File: config.mk
export PLATFORM = sky130hd
export DESIGN_NAME = multi_arch_adder_flat
export DESIGN_NICKNAME = d
export VERILOG_FILES = /design/src/rtl/multi_arch_adder_pkg.sv /design/src/rtl/multi_arch_adder_if.sv /design/src/rtl/multi_arch_adder_cla_group4.sv /design/src/rtl/multi_arch_adder.sv /design/src/flat_wrapper.sv
export SDC_FILE = /design/constraint.sdc
export NUM_CORES = 1
export LEC_CHECK = 0
export ABC_AREA = 0
export CAP_MARGIN = 25
export CORE_UTILIZATION = 35
export CTS_BUF_LIST = sky130_fd_sc_hd__clkbuf_8
export DETAILED_ROUTE_END_ITERATION = 7
export PLACE_DENSITY = 0.58
export SKIP_CTS_REPAIR_TIMING = 1
export SYNTH_ARGS = -nofsm -noshare
export SYNTH_HDL_FRONTEND = slang
export SYNTH_SLANG_ARGS = --single-unit
File: constraint.sdc
create_clock -name clk -period 7.5 [get_ports clk]
set_clock_uncertainty 0.1 [all_clocks]
set_input_delay 1.5 -clock clk [delete_from_list [all_inputs] [get_ports clk]]
set_output_delay 1.5 -clock clk [all_outputs]
set_load 0.03 [all_outputs]
File: src/rtl/multi_arch_adder_pkg.sv
// Shared types and helpers for the multi-architecture adder.
package adder_pkg;

  typedef enum logic [1:0] {
    MODE_RCA  = 2'd0,
    MODE_CLAA = 2'd1,
    MODE_CSA  = 2'd2,
    MODE_RSVD = 2'd3
  } adder_mode_t;

  // Number of carry-select sections; the top section takes the remainder.
  function automatic int csa_sections(input int word_width, input int unit_width);
    return (word_width + unit_width - 1) / unit_width;
  endfunction

endpackage

File: src/rtl/multi_arch_adder_if.sv
// Operand/result bundle for multi_arch_adder; master drives operands, slave returns results.
interface multi_arch_adder_if #(
  parameter int WORD_WIDTH = 16
);
  import adder_pkg::*;

  logic                  in_valid;
  adder_mode_t           mode;
  logic [WORD_WIDTH-1:0] a;
  logic [WORD_WIDTH-1:0] b;
  logic                  c_in;
  logic                  out_valid;
  logic [WORD_WIDTH-1:0] sum;
  logic                  c_out;
  logic                  ovf;
  logic                  mismatch;

  modport master (
    output in_valid, mode, a, b, c_in,
    input  out_valid, sum, c_out, ovf, mismatch
  );

  modport slave (
    input  in_valid, mode, a, b, c_in,
    output out_valid, sum, c_out, ovf, mismatch
  );
endinterface

File: src/rtl/multi_arch_adder_cla_group4.sv
// Lookahead cell of up to 4 bits: sums plus group propagate/generate for the second level.
module cla_group4 #(
  parameter int N = 4
) (
  input  logic [N-1:0] i_a,
  input  logic [N-1:0] i_b,
  input  logic         i_c,
  output logic [N-1:0] o_s,
  output logic         o_p,
  output logic         o_g
);
  logic [N-1:0] w_p;
  logic [N-1:0] w_g;
  logic [N-1:0] w_c;
  logic         w_term;
  logic         w_acc;
  logic         w_gacc;

  assign w_p = i_a ^ i_b;
  assign w_g = i_a & i_b;
  assign o_s = w_p ^ w_c;
  assign o_p = &w_p;
  assign o_g = w_gacc;

  // NOTE: every variable gets a default at the top of always_comb so no path leaves it unassigned (no latch).
  always_comb begin
    w_c    = '0;
    w_term = 1'b0;
    w_acc  = 1'b0;
    w_gacc = 1'b0;
    // Carry into bit i expanded as sum-of-products, not rippled.
    for (int i = 0; i < N; i++) begin
      w_acc = i_c;
      for (int m = 0; m < i; m++) w_acc = w_acc & w_p[m];
      for (int j = 0; j < i; j++) begin
        w_term = w_g[j];
        for (int m = j + 1; m < i; m++) w_term = w_term & w_p[m];
        w_acc = w_acc | w_term;
      end
      w_c[i] = w_acc;
    end
    for (int j = 0; j < N; j++) begin
      w_term = w_g[j];
      for (int m = j + 1; m < N; m++) w_term = w_term & w_p[m];
      w_gacc = w_gacc | w_term;
    end
  end
endmodule

File: src/rtl/multi_arch_adder.sv
// Registered a+b+c_in via ripple, carry-lookahead or carry-select; mode picks the result.
// Define ADDER_CROSSCHECK_EN to compare all three results and flag disagreement on mismatch.
module multi_arch_adder
  import adder_pkg::*;
#(
  parameter int WORD_WIDTH = 16,
  parameter int UNIT_WIDTH = 5
) (
  input  logic               clk,
  input  logic               reset,
  multi_arch_adder_if.slave  bus
);
  localparam int W  = WORD_WIDTH;
  localparam int NG = (W + 3) / 4;
  localparam int NS = csa_sections(W, UNIT_WIDTH);

  logic [W-1:0] w_a, w_b;
  logic         w_cin;
  assign w_a   = bus.a;
  assign w_b   = bus.b;
  assign w_cin = bus.c_in;

  // Ripple-carry: each bit's carry comes from the previous generate block.
  logic [W-1:0] w_rca_sum;
  logic         w_rca_cout;
  for (genvar i = 0; i < W; i++) begin : g_rca
    logic w_ci, w_co;
    if (i == 0) begin : g_lsb
      assign w_ci = w_cin;
    end else begin : g_chain
      assign w_ci = g_rca[i-1].w_co;
    end
    assign w_rca_sum[i] = w_a[i] ^ w_b[i] ^ w_ci;
    assign w_co         = (w_a[i] & w_b[i]) | (w_ci & (w_a[i] ^ w_b[i]));
  end
  assign w_rca_cout = g_rca[W-1].w_co;

  // Two-level lookahead: 4-bit groups, top group narrower when W is not a multiple of 4.
  logic [W-1:0]  w_claa_sum;
  logic          w_claa_cout;
  logic [NG-1:0] w_grp_p, w_grp_g;
  logic [NG:0]   w_grp_c;
  logic          w_term, w_acc;
  for (genvar k = 0; k < NG; k++) begin : g_cla
    localparam int LO = 4 * k;
    localparam int GW = (W - LO < 4) ? (W - LO) : 4;
    cla_group4 #(.N(GW)) u_grp (
      .i_a (w_a[LO +: GW]),
      .i_b (w_b[LO +: GW]),
      .i_c (w_grp_c[k]),
      .o_s (w_claa_sum[LO +: GW]),
      .o_p (w_grp_p[k]),
      .o_g (w_grp_g[k])
    );
  end

  always_comb begin
    w_grp_c    = '0;
    w_term     = 1'b0;
    w_acc      = 1'b0;
    w_grp_c[0] = w_cin;
    for (int k = 0; k < NG; k++) begin
      w_acc = w_cin;
      for (int m = 0; m <= k; m++) w_acc = w_acc & w_grp_p[m];
      for (int j = 0; j <= k; j++) begin
        w_term = w_grp_g[j];
        for (int m = j + 1; m <= k; m++) w_term = w_term & w_grp_p[m];
        w_acc = w_acc | w_term;
      end
      w_grp_c[k+1] = w_acc;
    end
  end
  assign w_claa_cout = w_grp_c[NG];

  // Carry-select: higher sections precompute both carry-in cases and pick one.
  logic [W-1:0] w_csa_sum;
  logic         w_csa_cout;
  for (genvar k = 0; k < NS; k++) begin : g_csa
    localparam int LO = k * UNIT_WIDTH;
    localparam int SW = (W - LO < UNIT_WIDTH) ? (W - LO) : UNIT_WIDTH;
    logic w_ci, w_co;
    if (k == 0) begin : g_rip
      logic [SW:0] w_s;
      assign w_ci = w_cin;
      assign w_s  = {1'b0, w_a[LO +: SW]} + {1'b0, w_b[LO +: SW]} + {{SW{1'b0}}, w_ci};
      assign {w_co, w_csa_sum[LO +: SW]} = w_s;
    end else begin : g_sel
      logic [SW:0] w_s0, w_s1;
      assign w_ci = g_csa[k-1].w_co;
      assign w_s0 = {1'b0, w_a[LO +: SW]} + {1'b0, w_b[LO +: SW]};
      assign w_s1 = {1'b0, w_a[LO +: SW]} + {1'b0, w_b[LO +: SW]} + {{SW{1'b0}}, 1'b1};
      assign {w_co, w_csa_sum[LO +: SW]} = w_ci ? w_s1 : w_s0;
    end
  end
  assign w_csa_cout = g_csa[NS-1].w_co;

  logic [W-1:0] w_sel_sum;
  logic         w_sel_cout, w_sel_ovf, w_mismatch;
  always_comb begin
    w_sel_sum  = w_rca_sum;
    w_sel_cout = w_rca_cout;
    case (bus.mode)
      MODE_CLAA: begin w_sel_sum = w_claa_sum; w_sel_cout = w_claa_cout; end
      MODE_CSA:  begin w_sel_sum = w_csa_sum;  w_sel_cout = w_csa_cout;  end
      default:   ;
    endcase
  end
  // a^b^sum at the MSB recovers the carry into the MSB.
  assign w_sel_ovf = w_a[W-1] ^ w_b[W-1] ^ w_sel_sum[W-1] ^ w_sel_cout;

`ifdef ADDER_CROSSCHECK_EN
  assign w_mismatch = ({w_rca_cout, w_rca_sum} != {w_claa_cout, w_claa_sum}) ||
                      ({w_rca_cout, w_rca_sum} != {w_csa_cout, w_csa_sum});
`else
  assign w_mismatch = 1'b0;
`endif

  logic         r_out_valid, r_c_out, r_ovf, r_mismatch;
  logic [W-1:0] r_sum;
  // NOTE: sequential state uses non-blocking assignments so every register samples pre-edge values.
  always_ff @(posedge clk) begin
    if (reset) begin
      r_out_valid <= 1'b0;
      r_sum       <= '0;
      r_c_out     <= 1'b0;
      r_ovf       <= 1'b0;
      r_mismatch  <= 1'b0;
    end else begin
      r_out_valid <= bus.in_valid;
      if (bus.in_valid) begin
        r_sum      <= w_sel_sum;
        r_c_out    <= w_sel_cout;
        r_ovf      <= w_sel_ovf;
        r_mismatch <= w_mismatch;
      end
    end
  end

  assign bus.out_valid = r_out_valid;
  assign bus.sum       = r_sum;
  assign bus.c_out     = r_c_out;
  assign bus.ovf       = r_ovf;
  assign bus.mismatch  = r_mismatch;
endmodule

File: src/flat_wrapper.sv
// flat-port wrapper written by rule: the top's interface ports become plain ports
module multi_arch_adder_flat import adder_pkg::*;
#(
  parameter int WORD_WIDTH = 16,
  parameter int UNIT_WIDTH = 5
)
  (clk, reset, bus_in_valid, bus_mode, bus_a, bus_b, bus_c_in, bus_out_valid, bus_sum, bus_c_out, bus_ovf, bus_mismatch);
  multi_arch_adder_if #(.WORD_WIDTH(WORD_WIDTH)) bus_i ();
  input  logic clk;
  input  logic reset;
  input wire logic [$bits(bus_i.in_valid)-1:0] bus_in_valid;
  input wire logic [$bits(bus_i.mode)-1:0] bus_mode;
  input wire logic [$bits(bus_i.a)-1:0] bus_a;
  input wire logic [$bits(bus_i.b)-1:0] bus_b;
  input wire logic [$bits(bus_i.c_in)-1:0] bus_c_in;
  output wire logic [$bits(bus_i.out_valid)-1:0] bus_out_valid;
  output wire logic [$bits(bus_i.sum)-1:0] bus_sum;
  output wire logic [$bits(bus_i.c_out)-1:0] bus_c_out;
  output wire logic [$bits(bus_i.ovf)-1:0] bus_ovf;
  output wire logic [$bits(bus_i.mismatch)-1:0] bus_mismatch;
  assign bus_i.in_valid = bus_in_valid;
  assign bus_i.mode = bus_mode;
  assign bus_i.a = bus_a;
  assign bus_i.b = bus_b;
  assign bus_i.c_in = bus_c_in;
  assign bus_out_valid = bus_i.out_valid;
  assign bus_sum = bus_i.sum;
  assign bus_c_out = bus_i.c_out;
  assign bus_ovf = bus_i.ovf;
  assign bus_mismatch = bus_i.mismatch;
  multi_arch_adder #(.WORD_WIDTH(WORD_WIDTH), .UNIT_WIDTH(UNIT_WIDTH)) u_core (.clk(clk), .reset(reset), .bus(bus_i));
endmodule
* Word-level counts from Yosys, hierarchy flattened
Cells that the tools add are included.
Word-level totals: latch bits 0, output and inout bits 20, input port bits 38, register bits 19, memories 0, ROM bits 0, bits in writable memories 0, logic and storage cells 209
Cells by class: $mul 0, equal/unequal tests 2, div/mod/pow operators 0, bitwise logic cells 186, shifts and indexed selects 0, reduce and logical (&&, ||, !) cells 4, muxes and demuxes 5, add/subtract/negate cells 8, $lt $le $gt $ge 0
Operators by type and width (number):
- 1-bit bitwise AND | 78
- 1-bit bitwise OR | 62
- 1-bit bitwise XOR | 34
- 16-bit case mux with 2 select lines | 1
- 4-bit bitwise XOR | 8
- 5-bit by 5-bit adder with 6-bit output | 3
- 4-bit bitwise AND | 4
- 4-bit AND reduction | 4
- 6-bit by 1-bit adder with 6-bit output, second input constant | 2
- 6-bit two-way mux | 2
- 6-bit by 1-bit adder with 6-bit output | 1
- 1-bit by 1-bit adder with 2-bit output | 1
- 2-bit by 1-bit adder with 2-bit output, second input constant | 1
- 2-bit by 1-bit equality test with 1-bit output, second input constant | 1
- 2-bit equality test, second input constant | 1
- 2-bit two-way mux | 1
- 1-bit case mux with 2 select lines | 1

* Logic depth before layout (Yosys ltp)
word-level depth 35, depth in mapped cells 27, gate-level depth less buffers 27

* By module
Synthesis repeated with hierarchy kept, for this count alone.
Second synthesis, totals: cells, all modules 322, area, all modules 2806.4 µm²
Modules (own cells, without submodules):
- multi_arch_adder | area each 2145.8 µm², sequential area each 380.4 µm², cells each 246, times used 1
- cla_group4 | area each 165.2 µm², sequential area each 0.0 µm², cells each 19, times used 4

* Worst setup path after synthesis
OpenSTA, ideal clock, no wires.
path type input -> register, from input port bus_c_in, to register u_core.r_ovf (netlist: u_core.bus.ovf), data required time 7318 ps, data arrival time 7646 ps, buffers on the path 0, stages on the path 27, slack -328 ps, library setup time 82 ps, cells stage by stage inv_1 fa_1 fa_1 fa_1 inv_1 fa_1 fa_1 fa_1 fa_1 fa_1 fa_1 fa_1 fa_1 fa_1 fa_1 inv_1 fa_1 fa_1 inv_1 fa_1 nand2b_1 o21ai_0 nand2_1 o21ai_0 o22ai_1 a2111o_1 o221ai_1
On the way: longest elaborated chain between the ends 34, elaborated cells on any way between the ends 59, classes of those cells add/sub (1); mux (5); bitwise (53)
Ends and longest elaborated chain:
- start: declaration | RTL line flat_wrapper.sv:15 | input wire logic [$bits(bus_i.c_in)-1:0] bus_c_in;
- 1-bit bitwise AND | RTL line multi_arch_adder.sv:34 | assign w_co = (w_a[i] & w_b[i]) | (w_ci & (w_a[i] ^ w_b[i]));
- 1-bit bitwise OR | RTL line multi_arch_adder.sv:34
- 1-bit bitwise AND | RTL line multi_arch_adder.sv:34
- 1-bit bitwise OR | RTL line multi_arch_adder.sv:34
- 1-bit bitwise AND | RTL line multi_arch_adder.sv:34
- 1-bit bitwise OR | RTL line multi_arch_adder.sv:34
- 1-bit bitwise AND | RTL line multi_arch_adder.sv:34
- 1-bit bitwise OR | RTL line multi_arch_adder.sv:34
- [18 not listed]
- 1-bit bitwise AND | RTL line multi_arch_adder.sv:34
- 1-bit bitwise OR | RTL line multi_arch_adder.sv:34
- 1-bit bitwise AND | RTL line multi_arch_adder.sv:34
- 1-bit bitwise OR | RTL line multi_arch_adder.sv:34
- 1-bit bitwise XOR or 1-bit bitwise AND (tied branches) | RTL line multi_arch_adder.sv:33, multi_arch_adder.sv:34
- 16-bit case mux with 2 select lines or 1-bit bitwise OR (tied branches) | RTL line multi_arch_adder.sv:102, multi_arch_adder.sv:34
- 1-bit bitwise XOR or 1-bit case mux with 2 select lines (tied branches) | RTL line multi_arch_adder.sv:109, multi_arch_adder.sv:102
- 1-bit bitwise XOR * | RTL line multi_arch_adder.sv:109 | assign w_sel_ovf = w_a[W-1] ^ w_b[W-1] ^ w_sel_sum[W-1] ^ w_sel_cout;
- end signal: assignment | RTL line multi_arch_adder.sv:133 | r_ovf <= w_sel_ovf;
- end: declaration | RTL line multi_arch_adder.sv:118 | logic r_out_valid, r_c_out, r_ovf, r_mismatch;
Mark *: on every way between the ends. The rest lies on a longest branch, timed or not. A chain may end at the register's enable or synchronous reset.

* Worst setup path in the final report
Same ends and word-level chain as after synthesis.

==> metrics.cfg <==
[timing]
fin_crit_sh_pct = 103
rsz0062_at_grt = true
fin_crit_ps = 7710
fmaxAchievable_ghz = 0.130
setup_violations = 1
maxSlewHeadroom_pct = 44.1
drv_slew = 0
worstMarginPinSlew_ps = 835
worst_slack_ps = -213
hold_viol_final = 0
tns_ps = -213

[die]
io_pins = 58
fp-row-count = 31
start_util_pct = 37.0
die_w_um = 90.5
dieArea_um2 = 8180
core_area_um2 = 7410
fp.dieH_um = 90.5

[setup_path]
path_class = input pin to register
start_kind = input pin
reg2reg_depth = 2
crit_cells = 27
reg2reg_from = u_core.bus.sum[5]
critPathMaxStageDelay_ps = 530
r2r_slack_ps = 6690
arrival_ps = 7740
cp.required_ps = 7520
cpMostUsedCell = fa_2
r2r_end = u_core.bus.sum[5]
cp_slowest_cell = fa_2
cp_top_family = adder cells
path_buf_inv = 5
crit_fanout = 3
endpoint_kind = register

[finish]
fin_util_pct = 47.5
register_area_um2 = 380
drive_gt1_share_pct = 15.0
num_antenna_cells = 0
nNetsFinal = 467
nFillCells = 735
synthToLayoutAreaGrowth_pct = 28.4
layout.cells.non_filler = 479
multi_input_area_um2 = 2150

[detailed_routing]
drt_wl_total_um = 6750
drt-initial-drc-count = 102
via_count = 2474
antenna_left = 0
drt-vias-per-instance = 5.16
dr.pass1.iters = 4
drcViolationCount = 0
wl_per_cell_um = 14.1

[synth]
synthArstFlopShare_pct = 0
yosysMostFrequentCell = inv_1
synth_cell_types = 62
synth_top_area_cell = fa_1
ys_ff_latch = 19
syn_inst = 326
avgSynthCellArea_um2 = 8.40
ys_seq_area_share_pct = 13.9
synth_nets = 412
synth.cell_area_um2 = 2740
ys_warn_count = 0
synth_area_leaders = fa_1, dfxtp_1, ha_1
ys.flop_type = dfxtp_1
synth_top_area_share_pct = 15.3
synth_commonest_cells = inv_1, ha_1, nor2_1, nand2_1, fa_1
synth_edf_count = 0

[clock_network]
cts_root_buf = clkbuf_8
cts_max_path_buffers = 2
clock-sinks = 19
insertion_delay_ps = 260
cts_tree = done
cts_max_level = 1
cts_inserted_buffers = 3
clk_pin_slew_worst_paths_ps = 80

[placement]
dp_hpwl_um = 5210
routabilityCongestion = 0.796
dp.cells = 472
io_buffers = 56

[worst_hold_path]
hold_path.class = register to register
min_path_cells = 2
hp-start = u_core.bus.sum[3]
min_to = u_core.bus.sum[3]

[power_and_ir_drop]
vdd_drop_max_v = 0.0000450
powerDensity_nw_per_um2 = 134
power.leakage_uw = 0.00148

[outcome]
violations = setup timing
run_status = complete, but fails checks

[global_routing]
grt_pass1_vias = 2353
grt_max_degree = 34
overflow = 0
antenna_found_initial = 0
grt_pass1_wl_um = 11200
track_usage_pct = 16.6

[job]
cap_violations = 0

==> flip-flops by register name, summed over array words and instances, names as in the netlist <==
name,flops
u_core.bus.c_out,1
u_core.bus.out_valid,1
u_core.bus.ovf,1
u_core.bus.sum,16
==> metrics by stage <==
step,setup slack [ps],power (uW),instance area (um^2),hold slack (ps)
after floorplan,8.20,301,2770,489
after global placement,-715,379,3360,355
after detailed placement,-797,382,3360,363
after CTS,-543,463,3410,378
after global routing,-395,507,3520,409
final,-213,470,3520,377
==> cell families (layout without fill, tap and decap cells) <==
logic type / after synthesis / in the layout / share of synthesized area [%]
xor gates and xnor gates: 19 / 19 / 6.90
DFF: 19 / 19 / 13.9
muxes: 8 / 8 / 2.97
AOI/OAI and AO/OA: 88 / 88 / 22.1
buffers and inverters: 54 / 108 / 10.3
other: 1 / 1 / 0.137
and+or+nand+nor: 89 / 89 / 16.0
adders and majority gates: 48 / 48 / 27.7
==> cell usage in the layout, fill, tap and decap left out, drive strengths merged, types with 4 or more instances in the layout <==
cell | synthesis | final
dfxtp | 19 | 19
a221oi | 4 | 4
inv | 39 | 39
xnor2 | 16 | 16
a211oi | 8 | 8
fa | 21 | 21
nor3 | 5 | 5
a21o | 4 | 4
a31oi | 4 | 4
mux2i | 7 | 7
nand2b | 7 | 7
a21oi | 18 | 18
o21ai | 19 | 19
nand4 | 4 | 4
clkdlybuf4s50 | 0 | 51
ha | 27 | 27
nor2 | 25 | 25
nor2b | 5 | 5
nand2 | 23 | 23
buf | 4 | 12
nand3 | 7 | 7
==> worst max path at each step <==
stage                   from        endpoint
floorplan           bus_c_in  u_core.bus.ovf
global placement    bus_c_in  u_core.bus.ovf
detailed placement  bus_c_in  u_core.bus.ovf
CTS                 bus_c_in  u_core.bus.ovf
global route        bus_c_in  u_core.bus.ovf
finish              bus_c_in  u_core.bus.ovf
==> layer usage <==
metal	up-vias	track usage [%]	wire length [um]
met1	1171	23.6	3320
met2	53	26.4	3080
met5	-	0	0
met4	0	4.84	93
met3	9	1.60	260
li1	1241	-	-
==> cell type report <==
cell class	count	area share (%)
Clock buffer	3	1.17
Timing Repair Buffer	65	19.0
Inverter	39	4.23
Sequential cell	19	10.8
Clock inverter	1	0.142
Multi-Input combinational cell	253	61.1
Tap cell	99	3.52
==> tightest hold or removal path, cell delays in order (launching register included) <==
cell and delay [ps]:
dfxtp_1 320, nand2_1 60, a21oi_1 60
==> where the power goes <==
group / total, uW / internal (uW) / switching, uW
combinational: 276 / 129 / 147
clock: 77.2 / 37.1 / 40.1
sequential: 116 / 111 / 5.29
Power figures use the tool's default switching activity.
